### config.mk
export PLATFORM = sky130hd
export DESIGN_NAME = mem_port_arbiter
export DESIGN_NICKNAME = d
export VERILOG_FILES = /design/src/rtl/mem_port_arbiter_pkg.sv /design/src/rtl/mem_port_arbiter.sv
export SDC_FILE = /design/constraint.sdc
export NUM_CORES = 1
export LEC_CHECK = 0
export BUFFER_PORTS_ARGS = -buffer_cell sky130_fd_sc_hd__buf_2
export CORE_ASPECT_RATIO = 1.2
export CORE_UTILIZATION = 49
export CTS_CLUSTER_SIZE = 14
export DETAILED_ROUTE_END_ITERATION = 6
export GPL_TIMING_DRIVEN = 0
export PLACE_DENSITY = 0.85
export SLEW_MARGIN = 20
export SYNTH_ARGS = -nofsm -noshare
export SYNTH_HDL_FRONTEND = slang
export SYNTH_SLANG_ARGS = --single-unit
### constraint.sdc
create_clock -name clk -period 3.2 [get_ports clk]
set_clock_uncertainty 0.15 [all_clocks]
set_input_delay 0.64 -clock clk [delete_from_list [all_inputs] [get_ports clk]]
set_output_delay 0.64 -clock clk [all_outputs]
set_load 0.01 [all_outputs]
### src/rtl/mem_port_arbiter_pkg.sv
// Shared types and defaults for the unified-memory port arbiter.
package mem_port_arbiter_pkg;

    // Default data/address width of the pipeline.
    localparam int unsigned DefaultWidth = 32;

    // Arbiter FSM states; encodings are fixed so the hazard logic can decode them.
    typedef enum logic [1:0] {
        StIdle  = 2'b00,
        StBusyI = 2'b01,
        StBusyD = 2'b10
    } arb_state_e;

endpackage

### src/rtl/mem_port_arbiter.sv
// Arbitrates instruction fetch and data accesses onto one single-port memory.
// Data has priority; a burst counter bounds consecutive data grants while a fetch
// waits. Every transaction is followed by one IDLE recovery cycle carrying the
// done pulse, so requesters can drop or renew before the next grant decision.
module mem_port_arbiter
    import mem_port_arbiter_pkg::*;
#(
    parameter int unsigned WIDTH     = DefaultWidth,
    parameter int unsigned BURST_MAX = 4
) (
    input  logic             clk,
    input  logic             rst,
    // Instruction fetch port
    input  logic             if_req,
    input  logic [WIDTH-1:0] if_addr,
    output logic [WIDTH-1:0] if_rdata,
    output logic             if_done,
    // Data port
    input  logic             dm_req,
    input  logic             dm_we,
    input  logic [WIDTH-1:0] dm_addr,
    input  logic [WIDTH-1:0] dm_wdata,
    output logic [WIDTH-1:0] dm_rdata,
    output logic             dm_done,
    // Memory side
    output logic             mem_req,
    output logic             mem_we,
    output logic [WIDTH-1:0] mem_addr,
    output logic [WIDTH-1:0] mem_wdata,
    input  logic [WIDTH-1:0] mem_rdata,
    input  logic             mem_ack,
    // Pipeline stalls
    output logic             stall_if,
    output logic             stall_mem
);

    localparam int unsigned     CntW      = $clog2(BURST_MAX + 1);
    localparam logic [CntW-1:0] BurstMaxC = CntW'(BURST_MAX);

    arb_state_e       r_state,     w_state_nxt;
    logic             r_mem_req,   w_mem_req_nxt;
    logic             r_mem_we,    w_mem_we_nxt;
    logic [WIDTH-1:0] r_mem_addr,  w_mem_addr_nxt;
    logic [WIDTH-1:0] r_mem_wdata, w_mem_wdata_nxt;
    logic [WIDTH-1:0] r_if_rdata,  w_if_rdata_nxt;
    logic [WIDTH-1:0] r_dm_rdata,  w_dm_rdata_nxt;
    logic             r_if_done,   w_if_done_nxt;
    logic             r_dm_done,   w_dm_done_nxt;
    logic [CntW-1:0]  r_burst_cnt, w_burst_cnt_nxt;

    logic             w_grant_ok;
    logic             w_dm_grant;
    logic             w_if_grant;

    // Grant decision: only in IDLE and never in the cycle a done pulse is out.
    always_comb begin
        w_grant_ok = (r_state == StIdle) && !r_if_done && !r_dm_done;
        w_dm_grant = w_grant_ok && dm_req && (!if_req || (r_burst_cnt < BurstMaxC));
        w_if_grant = w_grant_ok && if_req && !w_dm_grant;
    end

    // Next-state, memory-side drive, read-data capture and burst counter.
    always_comb begin
        w_state_nxt     = r_state;
        w_mem_req_nxt   = r_mem_req;
        w_mem_we_nxt    = r_mem_we;
        w_mem_addr_nxt  = r_mem_addr;
        w_mem_wdata_nxt = r_mem_wdata;
        w_if_rdata_nxt  = r_if_rdata;
        w_dm_rdata_nxt  = r_dm_rdata;
        w_if_done_nxt   = 1'b0;
        w_dm_done_nxt   = 1'b0;
        w_burst_cnt_nxt = r_burst_cnt;

        case (r_state)
            StIdle: begin
                // mem_ack here is stray and deliberately ignored.
                if (w_dm_grant) begin
                    w_state_nxt     = StBusyD;
                    w_mem_req_nxt   = 1'b1;
                    w_mem_we_nxt    = dm_we;
                    w_mem_addr_nxt  = dm_addr;
                    w_mem_wdata_nxt = dm_wdata;
                    if (!if_req) begin
                        w_burst_cnt_nxt = '0;
                    end else if (r_burst_cnt != BurstMaxC) begin
                        w_burst_cnt_nxt = r_burst_cnt + 1'b1;
                    end
                end else if (w_if_grant) begin
                    w_state_nxt     = StBusyI;
                    w_mem_req_nxt   = 1'b1;
                    w_mem_we_nxt    = 1'b0;
                    w_mem_addr_nxt  = if_addr;
                    w_burst_cnt_nxt = '0;
                end
            end
            StBusyI: begin
                if (mem_ack) begin
                    w_state_nxt    = StIdle;
                    w_mem_req_nxt  = 1'b0;
                    w_if_rdata_nxt = mem_rdata;
                    w_if_done_nxt  = 1'b1;
                end
            end
            StBusyD: begin
                if (mem_ack) begin
                    w_state_nxt   = StIdle;
                    w_mem_req_nxt = 1'b0;
                    if (!r_mem_we) begin
                        w_dm_rdata_nxt = mem_rdata;
                    end
                    w_dm_done_nxt = 1'b1;
                end
            end
            default: begin
                w_state_nxt   = StIdle;
                w_mem_req_nxt = 1'b0;
            end
        endcase
    end

    // State and output registers; reset abandons any transaction in flight.
    always_ff @(posedge clk) begin
        if (rst) begin
            r_state     <= StIdle;
            r_mem_req   <= 1'b0;
            r_mem_we    <= 1'b0;
            r_mem_addr  <= '0;
            r_mem_wdata <= '0;
            r_if_rdata  <= '0;
            r_dm_rdata  <= '0;
            r_if_done   <= 1'b0;
            r_dm_done   <= 1'b0;
            r_burst_cnt <= '0;
        end else begin
            r_state     <= w_state_nxt;
            r_mem_req   <= w_mem_req_nxt;
            r_mem_we    <= w_mem_we_nxt;
            r_mem_addr  <= w_mem_addr_nxt;
            r_mem_wdata <= w_mem_wdata_nxt;
            r_if_rdata  <= w_if_rdata_nxt;
            r_dm_rdata  <= w_dm_rdata_nxt;
            r_if_done   <= w_if_done_nxt;
            r_dm_done   <= w_dm_done_nxt;
            r_burst_cnt <= w_burst_cnt_nxt;
        end
    end

    assign mem_req   = r_mem_req;
    assign mem_we    = r_mem_we;
    assign mem_addr  = r_mem_addr;
    assign mem_wdata = r_mem_wdata;
    assign if_rdata  = r_if_rdata;
    assign dm_rdata  = r_dm_rdata;
    assign if_done   = r_if_done;
    assign dm_done   = r_dm_done;

    // Only combinational input-to-output paths in the block.
    assign stall_if  = if_req & ~r_if_done;
    assign stall_mem = dm_req & ~r_dm_done;

endmodule

After elaboration in Yosys (flattened, before gate mapping)
Cells that the tools add are included.

storage, ports and cells
  register bits after elaboration = 137
  input port bits = 134
  output and inout port bits = 134
  logic and storage cells = 64

operators by class
  $add $sub $neg = 1
  magnitude comparators = 1
  eq/ne operators = 6
  muxes and demuxes = 17
  bitwise logic cells = 7
  reductions and logical operators = 22

operator list
  kind                                                                     number
  32-bit two-way mux                                                       2
  3-bit two-way mux                                                        4
  2-bit AND reduction                                                      4
  1-bit logical AND                                                        6
  1-bit two-way mux                                                        6
  2-bit two-way mux                                                        3
  3-bit inequality test, second input constant                             2
  3-bit AND reduction                                                      2
  2-bit OR reduction                                                       3
  1-bit NOT                                                                5
  1-bit logical NOT                                                        4
  2-bit one-hot mux with 2 select lines                                    1
  3-bit by 1-bit adder with 3-bit output, second input constant            1
  3-bit less-than comparator, second input constant                        1
  3-bit by 2-bit inequality test with 1-bit output, second input constant  1
  1-bit AND                                                                2
  2-bit by 1-bit == test with 1-bit output, second input constant          1
  2-bit == test, second input constant                                     1
  2-bit logical NOT                                                        1
  2-bit by 1-bit inequality test with 1-bit output, second input constant  1
  1-bit one-hot mux with 2 select lines                                    1
  2-bit nonzero test                                                       1
  1-bit logical OR                                                         1

Depth between registers and ports, before layout
  depth after elaboration = 10
  depth in mapped cells = 8
  depth with buffers taken out = 6

Worst setup path after synthesis
No wires, ideal clock.

  path kind = input port to flip-flop
  start point = in dm_req
  end point = reg r_state[0]
  setup time = 0.087 ns
  data arrival time = 1.525 ns
  data required time = 2.963 ns
  slack = 1.438 ns
  stages on the path = 4
  path buffers = 0
  path through = and4bb_1 and2_4 or4_1 o31ai_1

between the ends
  word-level cells in the longest chain between the ends = 6
  elaborated cells between the ends (all ways) = 8
  those cells by class = eq/ne: 1; mux: 2; reduce/logical: 5

RTL lines
  item                                    RTL line                 RTL
  start: declaration                      mem_port_arbiter.sv:19   input logic dm_req,
  1-bit logical AND (*) (2 in a row)      mem_port_arbiter.sv:58   w_dm_grant = w_grant_ok && dm_req && (!if_req || (r_burst_cnt < BurstMaxC));
  1-bit logical NOT                       mem_port_arbiter.sv:59   w_if_grant = w_grant_ok && if_req && !w_dm_grant;
  1-bit logical AND                       mem_port_arbiter.sv:59
  3-bit inequality test (no source line)  n/a
  2-bit AND reduction (no source line)    n/a
  end signal: assignment                  mem_port_arbiter.sv:125  r_state <= StIdle;
  end signal: assignment                  mem_port_arbiter.sv:136  r_state <= w_state_nxt;
  end: declaration                        mem_port_arbiter.sv:40   arb_state_e r_state, w_state_nxt;

Mark *: on every way between the ends. The rest lies on a longest branch, timed or not.
A chain may end at the register's enable or synchronous reset.

Worst setup path after layout
  start point = reg r_state[0]
  end point = reg r_dm_rdata[10] (netlist: dm_rdata[10])

between the ends
  word-level cells in the longest chain between the ends = 2

RTL lines
  item                                  RTL line                 RTL
  2-bit == test                         mem_port_arbiter.sv:75   case (r_state)
  3-bit AND reduction (no source line)  n/a
  end signal: assignment                mem_port_arbiter.sv:142  r_dm_rdata <= w_dm_rdata_nxt;
  end: declaration                      mem_port_arbiter.sv:46   logic [WIDTH-1:0] r_dm_rdata, w_dm_rdata_nxt;

Every way passes these cells.

==> run_results.csv <==
group,metric,value,unit
status,status,"complete, no violations",
detailed_routing,vias,5448,
floorplan,rows,41,
detailed_routing,drtIter0Drc,206,
synthesis,synth_area,0.00532,mm2
floorplan,die_w,97.1,um
job,drv_cap,0,
placement,gp_congestion,0.830,
synthesis,synth_top_area_share,51.5,%
cts,cts_hold_buffers,0,
global_routing,grt_usage,26.6,%
synthesis,yosysUniqueCellTypes,29,
critical_path,startpoint_type,"flop",
synthesis,yosysTopAreaCell,"dfxtp_1",
sta,rsz0062_at_grt,"no",
sta,drv_slew,0,
cts,clock_sinks,137,
global_routing,grt-ovfl-total,0,
critical_path,cpPeakStageDelay,420,ps
cts,worstSkewPairLatency,400,ps
placement,portBuffers,267,
sta,setup_viol,0,
floorplan,chipHeight,116,um
detailed_routing,drt-vias-per-instance,5.07,
synthesis,synthTopCellsByArea,"dfxtp_1 (52%), nand2_1 (16%), a21oi_1 (10%), a211oi_2 (4.7%), a21oi_2 (3.3%)",
layout,num_antenna_cells,0,
layout,layout-drive-gt1-share,37.9,%
power_and_ir_drop,vdd.ir_drop.worst,429,uV
synthesis,synth_area_per_cell,8.22,um2
global_routing,grt_max_degree,17,
sta,tightest_slew,711,ps
cts,htreeDepth,4,
placement,place_hpwl,11500,um
layout,final_common_cell,"buf_2",
power_and_ir_drop,power_per_cell_area,839,mW/mm2
critical_path,slowest_stage,"clkbuf_1",
sta,finalCriticalPeriod,1980,ps
power_and_ir_drop,power,6.23,mW
floorplan,die-area,0.0113,mm2
cts,cts_max_path_buffers,2,
sta,max_slew_margin,52.6,%
sta,fin_setup_tns,0,ps
detailed_routing,drc,0,
synthesis,ys_ff_latch,137,
cts,root_buffer,"clkbuf_16",
layout,mostFrequentLayoutCells,"buf_2 (275), nand2_1 (228), dfxtp_1 (137)",
global_routing,grt_pass1_vias,5162,
layout,finalNetCount,1072,
cts,clk_pin_slew,60,ps
sta,min_period_over_period,61.8,%
detailed_routing,wire_per_inst,14.3,um
layout,areaGrowthSynthToFinish,39.4,%
critical_path,cp_max_fo,10,
critical_path,arrival,2160,ps
global_routing,grt_first_pass_wirelength,23800,um
critical_path,setup.worst_path.end_class,"flop",
detailed_routing,ant_nets,0,
synthesis,seq_area_frac_synth,51.5,%
detailed_routing,drt_wl_total,15400,um
synthesis,syn-instance-count,647,
floorplan,initial_core_util,50.6,%
floorplan,core_region_area,0.0105,mm2
cts,cts_buffers,17,
floorplan,io_pins,268,
critical_path,crit_chain,"inv_1 -> ha_1 -> nand2_1 -> or2_2 -> clkbuf_1 -> clkbuf_1 -> nand2_1 -> a21oi_1",
cts,cts.repair.resized,0,
cts,cts_tree,"done",
critical_path,worstSetupPathType,"flop to flop",
detailed_routing,firstDrtPassIters,4,
cts,cts_setup_buffers,0,
power_and_ir_drop,p_leak,3.44,nW
global_routing,antenna_found_initial,0,
synthesis,syn-num-nets,786,
synthesis,yosys_warnings,0,
sta,hold_violations,0,
critical_path,critPathRequiredTime,3380,ps
sta,max_freq,505,MHz
worst_hold_path,hold_path.class,"flop to flop",
-- through the flow --
stage / setup slack, ps / std cells / area, um2 / util [%] / hold slack [ps]
2_1_floorplan: 1440 / 647 / 5320 / - / 331
5_1_grt: 993 / 1075 / 7420 / 70.5 / 305
3_5_place_dp: 965 / 1043 / 6820 / 64.8 / 293
4_1_cts: 1210 / 1075 / 7420 / 70.5 / 302
6_report: 1220 / 1075 / 7420 / 70.5 / 299
3_3_place_gp: 1000 / 1043 / 6820 / 64.8 / 288
-- layer usage --
metal	GRT usage, %	part of all wire (%)	wire length, um
met4	10.8	2.3	347
met3	6.76	7.2	1110
met1	28.2	39	5970
met2	50.5	52	8000
met5	0	0	0
-- power by group --
part           leakage [nW]  total [mW]  switching (mW)  internal, mW
combinational          2.03        2.06            1.24         0.820
clock                 0.293        1.97           0.780          1.19
sequential             1.12        2.20           0.164          2.03
-- cells by family after synthesis --
logic type,synth area share [%]
AOI/OAI and AO/OA,21.3
adders and majority gates,1.18
buffers and inverters,5.41
DFF,51.5
muxes,0.188
and+or+nand+nor,20.4
-- critical path, delay by kind of cell, from the launching register on --
kind / cells / cell delay, ps
buffers and inverters: 3 / 740
DFF: 1 / 340
and+or+nand+nor: 3 / 310
adders and majority gates: 1 / 200
AOI/OAI and AO/OA: 1 / 170
-- registers in the layout (all words and copies together), names as in the netlist --
| register | count |
|---|---|
| mem_we | 1 |
| if_done | 1 |
| mem_wdata | 32 |
| mem_addr | 32 |
| dm_done | 1 |
| mem_req | 1 |
| r_burst_cnt | 3 |
| r_state | 2 |
| dm_rdata | 32 |
| if_rdata | 32 |
-- Yosys cell counts, drive strengths merged --
cell type  number
nor2b           3
and3b           1
mux2i           1
ha              5
or2             1
or4             1
dfxtp         137
or3             1
buf            20
a21oi         129
and2            2
o31ai           2
o21a            1
o21ai           2
a211oi         32
nand2         228
a22oi           3
clkbuf         30
nor2           41
o211ai          1
o211a           1
and4bb          1
inv             4
-- worst paths after layout --
kind	from	endpoint	slack, ps	cells past startpoint
min	mem_wdata[15]$_SDFFE_PP0P_	mem_wdata[15]$_SDFFE_PP0P_	300	2
max	r_state[0]$_SDFFE_PP0P_	dm_rdata[10]$_SDFFE_PP0P_	1220	8
min reg2reg	mem_wdata[15]$_SDFFE_PP0P_	mem_wdata[15]$_SDFFE_PP0P_	300	2
max reg2reg	r_state[0]$_SDFFE_PP0P_	dm_rdata[10]$_SDFFE_PP0P_	1220	8
-- final cells by class --
| class | instances | area, um2 |
|---|---|---|
| plain buffers | 50 | 273 |
| clock buffers | 18 | 439 |
| clock inverters | 14 | 160 |
| fillers | 859 | 3100 |
| inverters | 4 | 15.0 |
| multi-input cells | 456 | 2290 |
| flip-flops and latches | 137 | 2740 |
| well taps | 129 | 161 |
| repair buffers | 267 | 1340 |
No activity file was read; power rests on OpenSTA's default activity.
